==> src/rtl/skid_buffer.sv <==
// -----------------------------------------------------------------------------
// skid_buffer
//   Two-entry elastic pipeline slice with valid/ready handshakes on both sides.
//   A main register drives the downstream payload directly. A skid register
//   catches the one extra beat that can arrive in the cycle downstream stalls.
//   in_rdy and out_vld are flop outputs, so neither ready nor valid has a
//   combinational path through this block. Throughput is one beat per cycle.
//
// Optional feature (macro SKID_BUFFER_STALL_CNT_EN):
//   Adds a 16-bit saturating counter of cycles with out_vld & !out_rdy.
//
// Parameters:
//   W     payload width in bits
//   INIT  reset value of the main and skid data registers
//
// Ports:
//   clk        clock, all state updates on the rising edge
//   rst        synchronous active-high reset
//   in_vld     upstream data valid
//   in_data    upstream payload
//   in_rdy     upstream may transfer (flop output)
//   out_vld    downstream data valid (flop output)
//   out_data   downstream payload (main register)
//   out_rdy    downstream accepts
//   stall_cnt  saturating stall counter (only with SKID_BUFFER_STALL_CNT_EN)
// -----------------------------------------------------------------------------
module skid_buffer #(
    parameter int unsigned   W    = 32,
    parameter logic [W-1:0]  INIT = '0
) (
    input  logic         clk,
    input  logic         rst,
    input  logic         in_vld,
    input  logic [W-1:0] in_data,
    output logic         in_rdy,
    output logic         out_vld,
    output logic [W-1:0] out_data,
    input  logic         out_rdy
`ifdef SKID_BUFFER_STALL_CNT_EN
    ,
    output logic [15:0]  stall_cnt
`endif
);

    typedef enum logic [1:0] {
        EMPTY = 2'd0,
        ONE   = 2'd1,
        FULL  = 2'd2
    } state_t;

    state_t       state;
    state_t       state_nx;
    logic [W-1:0] main_q;
    logic [W-1:0] skid_q;
    logic         in_rdy_q;
    logic         out_vld_q;

    logic         in_xfer;
    logic         out_xfer;
    logic         load_main_in;
    logic         load_main_skid;
    logic         load_skid;

    assign in_xfer  = in_vld & in_rdy_q;
    assign out_xfer = out_vld_q & out_rdy;

    // Next state and register enables
    always_comb begin
        state_nx       = state;
        load_main_in   = 1'b0;
        load_main_skid = 1'b0;
        load_skid      = 1'b0;
        case (state)
            EMPTY: begin
                if (in_xfer) begin
                    state_nx     = ONE;
                    load_main_in = 1'b1;
                end
            end
            ONE: begin
                if (in_xfer && out_xfer) begin
                    load_main_in = 1'b1;
                end else if (in_xfer) begin
                    // Downstream stalled: park the new beat behind main.
                    state_nx  = FULL;
                    load_skid = 1'b1;
                end else if (out_xfer) begin
                    state_nx = EMPTY;
                end
            end
            FULL: begin
                // in_rdy is low here, so only the drain case can occur.
                if (out_xfer) begin
                    state_nx       = ONE;
                    load_main_skid = 1'b1;
                end
            end
            default: state_nx = EMPTY;
        endcase
    end

    // Control registers; handshake outputs are pre-decoded from next state
    always_ff @(posedge clk) begin
        if (rst) begin
            state     <= EMPTY;
            in_rdy_q  <= 1'b0;
            out_vld_q <= 1'b0;
        end else begin
            state     <= state_nx;
            in_rdy_q  <= (state_nx != FULL);
            out_vld_q <= (state_nx != EMPTY);
        end
    end

    // Data registers, written only on their enables
    always_ff @(posedge clk) begin
        if (rst) begin
            main_q <= INIT;
            skid_q <= INIT;
        end else begin
            if (load_main_in) begin
                main_q <= in_data;
            end else if (load_main_skid) begin
                main_q <= skid_q;
            end
            if (load_skid) begin
                skid_q <= in_data;
            end
        end
    end

    assign in_rdy   = in_rdy_q;
    assign out_vld  = out_vld_q;
    assign out_data = main_q;

`ifdef SKID_BUFFER_STALL_CNT_EN
    logic [15:0] stall_q;

    always_ff @(posedge clk) begin
        if (rst) begin
            stall_q <= 16'd0;
        end else if (out_vld_q && !out_rdy && (stall_q != 16'hFFFF)) begin
            stall_q <= stall_q + 16'd1;
        end
    end

    assign stall_cnt = stall_q;
`endif

    a_no_x: assert property (@(posedge clk) disable iff (rst)
        !$isunknown({in_vld, out_rdy}));

    a_in_hold: assert property (@(posedge clk) disable iff (rst)
        (in_vld && !in_rdy_q) |=> (!in_vld || $stable(in_data)));

    a_no_full_push: assert property (@(posedge clk) disable iff (rst)
        !((state == FULL) && in_xfer));

endmodule

==> config.mk <==
export PLATFORM = sky130hd
export DESIGN_NAME = skid_buffer
export DESIGN_NICKNAME = d
export VERILOG_FILES = /design/src/rtl/skid_buffer.sv
export SDC_FILE = /design/constraint.sdc
export NUM_CORES = 1
export LEC_CHECK = 0
export CORE_AREA = 5 5 105 77
export CTS_CLUSTER_DIAMETER = 30
export CTS_CLUSTER_SIZE = 16
export DETAILED_ROUTE_END_ITERATION = 12
export DIE_AREA = 0 0 110 82
export PLACE_DENSITY_LB_ADDON = 0.3
export SYNTH_ARGS = -nofsm -noshare
export SYNTH_HDL_FRONTEND = slang
export SYNTH_SLANG_ARGS = --single-unit
==> constraint.sdc <==
create_clock -name clk -period 1.4 [get_ports clk]
set_clock_uncertainty 0.1 [all_clocks]
set_input_delay 0.14 -clock clk [delete_from_list [all_inputs] [get_ports clk]]
set_output_delay 0.14 -clock clk [all_outputs]
set_load 0.05 [all_outputs]
==> metrics.json, run 1 <==
{
  "die": {
    "num_rows": 26,
    "die-width_um": 110,
    "chipHeight_um": 82,
    "start_util": 0.430,
    "fp.coreArea_um2": 7060,
    "fp.dieArea_um2": 9020,
    "pin_count": 70
  },
  "outcome": {
    "failing_checks": "setup timing",
    "run_status": "finished with violations"
  },
  "sta": {
    "fin_crit_sh": 1.06,
    "postLayoutSetupSlackWorst_ps": -85.5,
    "max_slew.worst_pin.slew_ps": 273,
    "maxClockFrequency_mhz": 673,
    "grt_setup_unrepaired": "true",
    "final-max-slew-violation-count": 0,
    "relSlewSlack": 0.816,
    "report.final.setup_viol": 17,
    "post_layout_min_period_ps": 1490,
    "report.final.hold_viol_count": 0
  },
  "final_layout": {
    "diodes": 0,
    "fin_nets": 462,
    "syn2layout_area_growth_pct": 58.5,
    "final_core_utilization": 0.682,
    "fill_cells": 508,
    "drive_above_1_share": 0.329,
    "finalInstanceArea_um2": 4810
  },
  "synthesis": {
    "synth_enable_flop_cells": 0,
    "synth-async-reset-ratio": 0,
    "synth.area.top_cells": "sky130_fd_sc_hd__dfxtp_1, sky130_fd_sc_hd__a311oi_2, sky130_fd_sc_hd__nand2_1, sky130_fd_sc_hd__a21oi_1, sky130_fd_sc_hd__o21ai_0",
    "netlist.top_cell.by_area": "sky130_fd_sc_hd__dfxtp_1",
    "postSynth.topFlopCell": "sky130_fd_sc_hd__dfxtp_1",
    "synth_commonest_cells": "sky130_fd_sc_hd__dfxtp_1, sky130_fd_sc_hd__nand2_1, sky130_fd_sc_hd__a21oi_1, sky130_fd_sc_hd__o21ai_0",
    "synth_sequential_area_ratio": 0.448,
    "synthCells": 350,
    "synth.lib_cells_used.distinct": 25,
    "postSynthAreaPerCell_um2": 8.68,
    "leading_cell_type_by_number_of_instances_after_synthesis": "sky130_fd_sc_hd__dfxtp_1",
    "yosysTopAreaCellShare": 0.448,
    "number_of_synthesized_register_bits": 68,
    "netlist_area_um2": 3040,
    "yosys_warnings": 0,
    "synth_fp_nets": 386
  },
  "placed_design": {
    "io_buffer_count": 69,
    "dp_hpwl_mm": 5.66,
    "pre_cts_slack_ps": -381,
    "gp_congestion": 0.740,
    "placed_cell_area_um2": 4240
  },
  "route": {
    "count_of_antenna_violating_nets_left_after_detailed_routing": 0,
    "avgViaCountPerCell": 5.78,
    "via_count": 3060,
    "drc": 0,
    "route.final.wire_length_mm": 9.64,
    "routed_wire_length_per_instance_um": 18.2,
    "detailedRoute.firstIterationViolations": 216,
    "dr.pass1.iters": 5
  },
  "clock_network": {
    "cts.sink_count": 68,
    "clockRootBuffer": "sky130_fd_sc_hd__clkbuf_8",
    "clk-insertion-delay-late_ps": 350,
    "cts_hold_fix_bufs": 0,
    "cts_tree": "built",
    "cts.reportedPaths.clkPinSlew_ps": 70,
    "ctsLongestPathBuffers": 2,
    "clock_tree.htree_level_count": 3,
    "cts_buffers": 9
  },
  "global_routing": {
    "maximum_number_of_pins_on_one_net_before_global_route_repair": 45,
    "gr-total-overflow": 0,
    "grt_pass1_wl_mm": 13.5,
    "grt_antenna_before_repair": 0,
    "number_of_global_route_vias_before_repair": 2772,
    "grt.total_usage": 0.193
  },
  "setup_path": {
    "cp_max_fo": 9,
    "crit_type": "flop to flop",
    "cp_data_arrival_time_ps": 1620,
    "cp_launch_type": "flop",
    "capturing_element_type_of_the_critical_path": "flop",
    "required_time_at_the_endpoint_of_the_critical_path_ps": 1540
  },
  "power_and_ir_drop": {
    "irDropWorstVdd_mv": 0.533,
    "p_leak_nw": 1.64,
    "cellPowerDensity_nw_per_um2": 1050
  },
  "hold_path": {
    "hold_path.class": "input port to flop"
  },
  "flow_run": {
    "cap_violations": 0
  }
}
worst paths after layout:
path              slack, ps                     from  depth (start not counted)                         to
hold reg to reg         380  skid_q[24]$_SDFFE_PP0P_                          2    skid_q[24]$_SDFFE_PP0P_
setup / recovery        -90      state[0]$_SDFF_PP0_                          4   out_data[9]$_SDFFE_PP0P_
setup reg to reg        -90      state[0]$_SDFF_PP0_                          4   out_data[9]$_SDFFE_PP0P_
hold / removal          110                      rst                          3  out_data[17]$_SDFFE_PP0P_
power breakdown:
part	total, W	switching, W	internal, W
combinational	0.00148	0.000758	0.000726
sequential	0.00216	0.000117	0.00204
clock	0.00142	0.000737	0.000678
through the flow:
step | TNS [ps] | total power, W | hold slack [ps] | std cells
detailed placement | -20840 | 0.00346 | 369 | 501
global route | -2210 | 0.00523 | 107 | 529
CTS | 0 | 0.00490 | 110 | 518
global placement | -17460 | 0.00345 | 360 | 501
finish | -292 | 0.00506 | 114 | 529
floorplan | 0 | 0.00282 | 116 | 350
logic make-up after synthesis:
kind of cell | synth area share
AO/OA/AOI/OAI | 0.265
flip-flops | 0.448
AND/OR/NAND/NOR | 0.213
buffers and inverters | 0.0729
worst max-delay path, cell delays in order (launching register included):
cell	delay, ps
sky130_fd_sc_hd__dfxtp_4	370
sky130_fd_sc_hd__and4b_2	360
sky130_fd_sc_hd__buf_6	170
sky130_fd_sc_hd__nand2_1	70
sky130_fd_sc_hd__a311oi_1	310
final cells by class:
class                   count  area, um2  share of cell area
clock buffers              11        141              0.0294
clock inverters             5       27.5             0.00572
inverters                   1       3.75            0.000780
multi-input cells         243       1590               0.330
flip-flops and latches     68       1380               0.286
well taps                  98        123              0.0255
repair buffers            103       1550               0.323
registers in the layout, indices dropped and copies added, names as in the netlist:
name and count:
skid_q 32, out_data 32, out_vld 1, in_rdy 1, state 2
per-layer routing:
| layer | vias to the layer above | share of wire | track usage |
|---|---|---|---|
| met5 | - | 0 | 0 |
| li1 | 1423 | - | - |
| met4 | 0 | 0.0092 | 0.0386 |
| met3 | 14 | 0.092 | 0.0668 |
| met2 | 149 | 0.46 | 0.297 |
| met1 | 1474 | 0.44 | 0.263 |
timing repair:
action	CTS	global route
buffers inserted	0	4
endpoints found under the setup margin	41	62
cloned	1	7
gates resized for setup	7	50
pin swaps	1	11
hold endpoints to repair	0	0
cell usage in the layout, fill, tap and decap left out, types with 2 or more instances in the layout:
| cell type | netlist | layout |
|---|---|---|
| sky130_fd_sc_hd__buf_6 | 3 | 5 |
| sky130_fd_sc_hd__dfxtp_4 | 0 | 4 |
| sky130_fd_sc_hd__buf_4 | 9 | 10 |
| sky130_fd_sc_hd__o21ai_1 | 0 | 10 |
| sky130_fd_sc_hd__clkdlybuf4s50_1 | 0 | 33 |
| sky130_fd_sc_hd__buf_12 | 0 | 42 |
| sky130_fd_sc_hd__nor3_1 | 32 | 27 |
| sky130_fd_sc_hd__buf_8 | 0 | 4 |
| sky130_fd_sc_hd__nand2_2 | 1 | 2 |
| sky130_fd_sc_hd__clkbuf_16 | 0 | 6 |
| sky130_fd_sc_hd__nand3_2 | 0 | 6 |
| sky130_fd_sc_hd__dfxtp_1 | 68 | 64 |
| sky130_fd_sc_hd__clkinv_2 | 0 | 4 |
| sky130_fd_sc_hd__nor3_2 | 0 | 5 |
| sky130_fd_sc_hd__clkbuf_8 | 0 | 10 |
| sky130_fd_sc_hd__o21ai_0 | 34 | 23 |
| sky130_fd_sc_hd__nand2_1 | 66 | 65 |
| sky130_fd_sc_hd__a311oi_1 | 7 | 5 |
| sky130_fd_sc_hd__a311oi_2 | 25 | 27 |
| sky130_fd_sc_hd__a21oi_1 | 34 | 27 |
| sky130_fd_sc_hd__a21oi_2 | 0 | 7 |
| sky130_fd_sc_hd__nand3_1 | 32 | 25 |
No activity file was read; power rests on OpenSTA's default activity.
==> run 2: changes to the inputs <==
--- a/config.mk
+++ b/config.mk
@@ -5,11 +5,12 @@
 export SDC_FILE = /design/constraint.sdc
 export NUM_CORES = 1
 export LEC_CHECK = 0
-export CORE_AREA = 5 5 105 77
-export CTS_CLUSTER_DIAMETER = 30
+export ABC_AREA = 1
+export CORE_AREA = 5 5 104 77
+export CTS_CLUSTER_DIAMETER = 200
 export CTS_CLUSTER_SIZE = 16
 export DETAILED_ROUTE_END_ITERATION = 12
-export DIE_AREA = 0 0 110 82
+export DIE_AREA = 0 0 109 82
 export PLACE_DENSITY_LB_ADDON = 0.3
 export SYNTH_ARGS = -nofsm -noshare
 export SYNTH_HDL_FRONTEND = slang
==> run 2 against run 1 <==
  * The flow still finishes with violations (setup timing)
  * Global-route usage barely moved
  * Die area decreased by 0.91%
  * Via count increased by 3.7%
  * Critical path depth up 3
  * Final cell count grew 13%
  * Count of clock-buffer cells in the layout grew 1
  * Critical path type unchanged
==> metrics.json, run 2 <==
{
  "setup_path": {
    "cp_launch_type": "flop",
    "timing.rr.start": "in_rdy$_SDFF_PP0_",
    "regToRegEndpoint": "skid_q[16]$_SDFFE_PP0P_",
    "r2r_setup_slk": {"value": -40, "unit": "ps", "change": "+50 ps"},
    "cp_max_fo": {"value": 7, "change": "-2"},
    "required_time_at_the_endpoint_of_the_critical_path": {"value": 1580, "unit": "ps", "change": "+40 ps"},
    "capturing_element_type_of_the_critical_path": "flop",
    "cp_data_arrival_time": {"value": 1620, "unit": "ps", "change": "about the same"},
    "worst_r2r_path_depth": {"value": 7, "change": "+3"},
    "crit_type": "flop to flop"
  },
  "placed_design": {
    "io_buffer_count": {"value": 69, "change": "unchanged"},
    "place.detailed.instances": {"value": 576, "change": "+15%"},
    "pre_cts_slack": {"value": -256, "unit": "ps", "change": "+125 ps"},
    "gp_congestion": {"value": 0.791, "change": "+6.9%"},
    "dp_hpwl": {"value": 5.87, "unit": "mm", "change": "+3.7%"},
    "placed_cell_area": {"value": 4360, "unit": "um2", "change": "+2.9%"}
  },
  "global_routing": {
    "number_of_global_route_vias_before_repair": {"value": 3005, "change": "+8.4%"},
    "grt.total_usage": {"value": 0.193, "change": "+0.000225"},
    "maximum_number_of_pins_on_one_net_before_global_route_repair": {"value": 33, "change": "-27%"},
    "grt_pass1_wl": {"value": 13.6, "unit": "mm", "change": "+0.77%"},
    "gr-total-overflow": {"value": 0, "change": "unchanged"},
    "grt_antenna_before_repair": {"value": 0, "change": "unchanged"}
  },
  "synthesis": {
    "synth_commonest_cells": "sky130_fd_sc_hd__nand2_1, sky130_fd_sc_hd__dfxtp_1, sky130_fd_sc_hd__nor2_1",
    "netlist_area": {"value": 3020, "unit": "um2", "change": "-0.45%"},
    "synth_sequential_area_ratio": {"value": 0.450, "change": "+0.00204"},
    "synth_enable_flop_cells": {"value": 0, "change": "unchanged"},
    "netlist.top_cell.by_area": "sky130_fd_sc_hd__dfxtp_1",
    "leading_cell_type_by_number_of_instances_after_synthesis": "sky130_fd_sc_hd__nand2_1",
    "yosys_warnings": {"value": 0, "change": "unchanged"},
    "synth.lib_cells_used.distinct": {"value": 20, "change": "-20%"},
    "yosysTopAreaCellShare": {"value": 0.450, "change": "+0.00204"},
    "synth-async-reset-ratio": {"value": 0, "change": "unchanged"},
    "number_of_synthesized_register_bits": {"value": 68, "change": "unchanged"},
    "postSynth.topFlopCell": "sky130_fd_sc_hd__dfxtp_1",
    "synthCells": {"value": 414, "change": "+18%"},
    "synth.area.top_cells": "sky130_fd_sc_hd__dfxtp_1, sky130_fd_sc_hd__nand3_1, sky130_fd_sc_hd__nand2_1, sky130_fd_sc_hd__nor2_1, sky130_fd_sc_hd__nand3b_1",
    "synth_fp_nets": {"value": 450, "change": "+17%"},
    "postSynthAreaPerCell": {"value": 7.30, "unit": "um2", "change": "-16%"}
  },
  "hold_path": {
    "hold_path.class": "input port to flop",
    "min_delay_path_depth": {"value": 3, "change": "unchanged"},
    "min-delay-start": "in_data[4]",
    "worst_hold_path.endpoint": "skid_q[4]$_SDFFE_PP0P_"
  },
  "final_layout": {
    "final_common_cell": "sky130_fd_sc_hd__nand2_1",
    "layout_common_cells": "sky130_fd_sc_hd__nand2_1, sky130_fd_sc_hd__dfxtp_1, sky130_fd_sc_hd__nand3_1",
    "finalInstanceArea": {"value": 4820, "unit": "um2", "change": "+0.21%"},
    "diodes": {"value": 0, "change": "unchanged"},
    "drive_above_1_share": {"value": 0.231, "change": "-0.0984"},
    "syn2layout_area_growth_pct": 59.6,
    "finalNonFillerCells": {"value": 600, "change": "+13%"},
    "fin_nets": {"value": 533, "change": "+15%"}
  },
  "die": {
    "fp.dieArea": {"value": 8940, "unit": "um2", "change": "-0.91%"},
    "chipHeight": {"value": 82, "unit": "um", "change": "unchanged"},
    "start_util": {"value": 0.432, "change": "+0.00203"},
    "num_rows": {"value": 26, "change": "unchanged"},
    "pin_count": {"value": 70, "change": "unchanged"},
    "die-width": {"value": 109, "unit": "um", "change": "-0.91%"},
    "fp.coreArea": {"value": 6990, "unit": "um2", "change": "-0.92%"}
  },
  "route": {
    "dr.pass1.iters": {"value": 4, "change": "-1"},
    "via_count": {"value": 3172, "change": "+3.7%"},
    "drc": {"value": 0, "change": "unchanged"},
    "detailedRoute.firstIterationViolations": {"value": 194, "change": "-10%"},
    "count_of_antenna_violating_nets_left_after_detailed_routing": {"value": 0, "change": "unchanged"},
    "avgViaCountPerCell": {"value": 5.29, "change": "-8.6%"},
    "route.final.wire_length": {"value": 8.76, "unit": "mm", "change": "-9.2%"},
    "routed_wire_length_per_instance": {"value": 14.6, "unit": "um", "change": "-20%"}
  },
  "power_and_ir_drop": {
    "irDropWorstVdd": {"value": 0.635, "unit": "mV", "change": "+19%"},
    "p_leak": {"value": 1.96, "unit": "nW", "change": "+20%"},
    "cellPowerDensity": {"value": 1170, "unit": "nW/um2", "change": "+12%"}
  },
  "sta": {
    "final-max-slew-violation-count": {"value": 0, "change": "unchanged"},
    "report.final.hold_viol_count": {"value": 0, "change": "unchanged"},
    "grt_setup_unrepaired": "true",
    "fin_crit_sh": {"value": 1.03, "change": "-0.0357"},
    "report.final.setup_viol": {"value": 26, "change": "+9"},
    "maxClockFrequency": {"value": 697, "unit": "MHz", "change": "+3.5%"},
    "max_slew.worst_pin.slew": {"value": 230, "unit": "ps", "change": "-43.0 ps"},
    "relSlewSlack": {"value": 0.847, "change": "+0.0312"},
    "post_layout_min_period": {"value": 1440, "unit": "ps", "change": "-50.0 ps"},
    "postLayoutSetupSlackWorst": {"value": -35.6, "unit": "ps", "change": "+50.0 ps"}
  },
  "flow_run": {
    "cap_violations": {"value": 0, "change": "unchanged"}
  },
  "clock_network": {
    "cts.reportedPaths.clkPinSlew": {"value": 70, "unit": "ps", "change": "about the same"},
    "cts_hold_fix_bufs": {"value": 0, "change": "unchanged"},
    "cts_tree": "built",
    "clock_tree.htree_level_count": {"value": 3, "change": "unchanged"},
    "cts_buffers": {"value": 9, "change": "unchanged"},
    "cts.sink_count": {"value": 68, "change": "unchanged"},
    "ctsLongestPathBuffers": {"value": 2, "change": "unchanged"},
    "clk-insertion-delay-late": {"value": 340, "unit": "ps", "change": "about the same"},
    "clockRootBuffer": "sky130_fd_sc_hd__clkbuf_8"
  },
  "outcome": {
    "failing_checks": "setup timing",
    "run_status": "finished with violations"
  }
}
-- run 2: where the power goes --
group          switching, W  internal, W  leakage (nW)
Combinational      0.000830     0.000773          1.29
Sequential         0.000135      0.00208         0.557
Clock              0.000734      0.00111         0.115
-- run 2: how the worst max path moves through the flow --
stage                                  from                       end  slack, ps  cells past startpoint
final                     in_rdy$_SDFF_PP0_   skid_q[16]$_SDFFE_PP0P_        -40                      7
after global routing      in_rdy$_SDFF_PP0_   skid_q[11]$_SDFFE_PP0P_       -100                      7
after CTS                 in_rdy$_SDFF_PP0_   skid_q[23]$_SDFFE_PP0P_          2                      7
after detailed placement             in_vld   skid_q[23]$_SDFFE_PP0P_       -260                      8
after global placement               in_vld   skid_q[31]$_SDFFE_PP0P_       -180                      7
after floorplan           in_rdy$_SDFF_PP0_  out_data[0]$_SDFFE_PP0P_        -30                      6
-- run 2: area by class of cell --
type,count,area [um2]
fill,538,2170
multi-input combinational,306,1560
timing repair buffer,106,1520
sequential,68,1370
clock buffer,12,156
tap,98,123
clock inverter,4,70.1
inverter,6,27.5
-- run 2: metrics by stage --
step	power [W]	hold slack, ps	util	TNS [ps]
after floorplan	0.00301	186	-	-626
after global placement	0.00374	362	0.623	-10090
after detailed placement	0.00377	371	0.623	-14350
after CTS	0.00560	321	0.655	0
after global routing	0.00590	360	0.690	-2590
final	0.00566	318	0.690	-394
-- run 2: worst max-delay path, stage by stage, from the launching register on --
cell,delay (ps)
sky130_fd_sc_hd__dfxtp_4,360
sky130_fd_sc_hd__nand2_4,50
sky130_fd_sc_hd__nor2_4,190
sky130_fd_sc_hd__nand3_4,210
sky130_fd_sc_hd__inv_6,160
sky130_fd_sc_hd__buf_6,150
sky130_fd_sc_hd__nor2_1,50
sky130_fd_sc_hd__nor2_1,100
-- run 2: timing repair --
action                                 CTS  global route
buffers inserted                         0             4
endpoints found under the hold margin    0             0
setup endpoints to repair                0            61
resized for setup                        0            41
-- run 2: cells by family after synthesis --
family | synth area share
AND/OR/NAND/NOR | 0.376
flip-flops | 0.450
AO/OA/AOI/OAI | 0.108
buffers and inverters | 0.0629
XOR/XNOR | 0.00290
-- run 2: per-layer routing --
layer / global-route usage / vias to the layer above / routed length (um)
met3: 0.0581 / 18 / 675
met5: 0 / - / 0
li1: - / 1547 / -
met2: 0.329 / 135 / 4320
met1: 0.234 / 1472 / 3620
met4: 0.0668 / 0 / 150
==> run 3: changes to the inputs <==
--- a/config.mk
+++ b/config.mk
@@ -11,6 +11,7 @@
 export CTS_CLUSTER_SIZE = 16
 export DETAILED_ROUTE_END_ITERATION = 12
 export DIE_AREA = 0 0 109 82
+export GPL_ROUTABILITY_DRIVEN = 0
 export PLACE_DENSITY_LB_ADDON = 0.3
 export SYNTH_ARGS = -nofsm -noshare
 export SYNTH_HDL_FRONTEND = slang
==> results of run 3 <==
Final layout, timing and power as in run 2 (identical DEF).
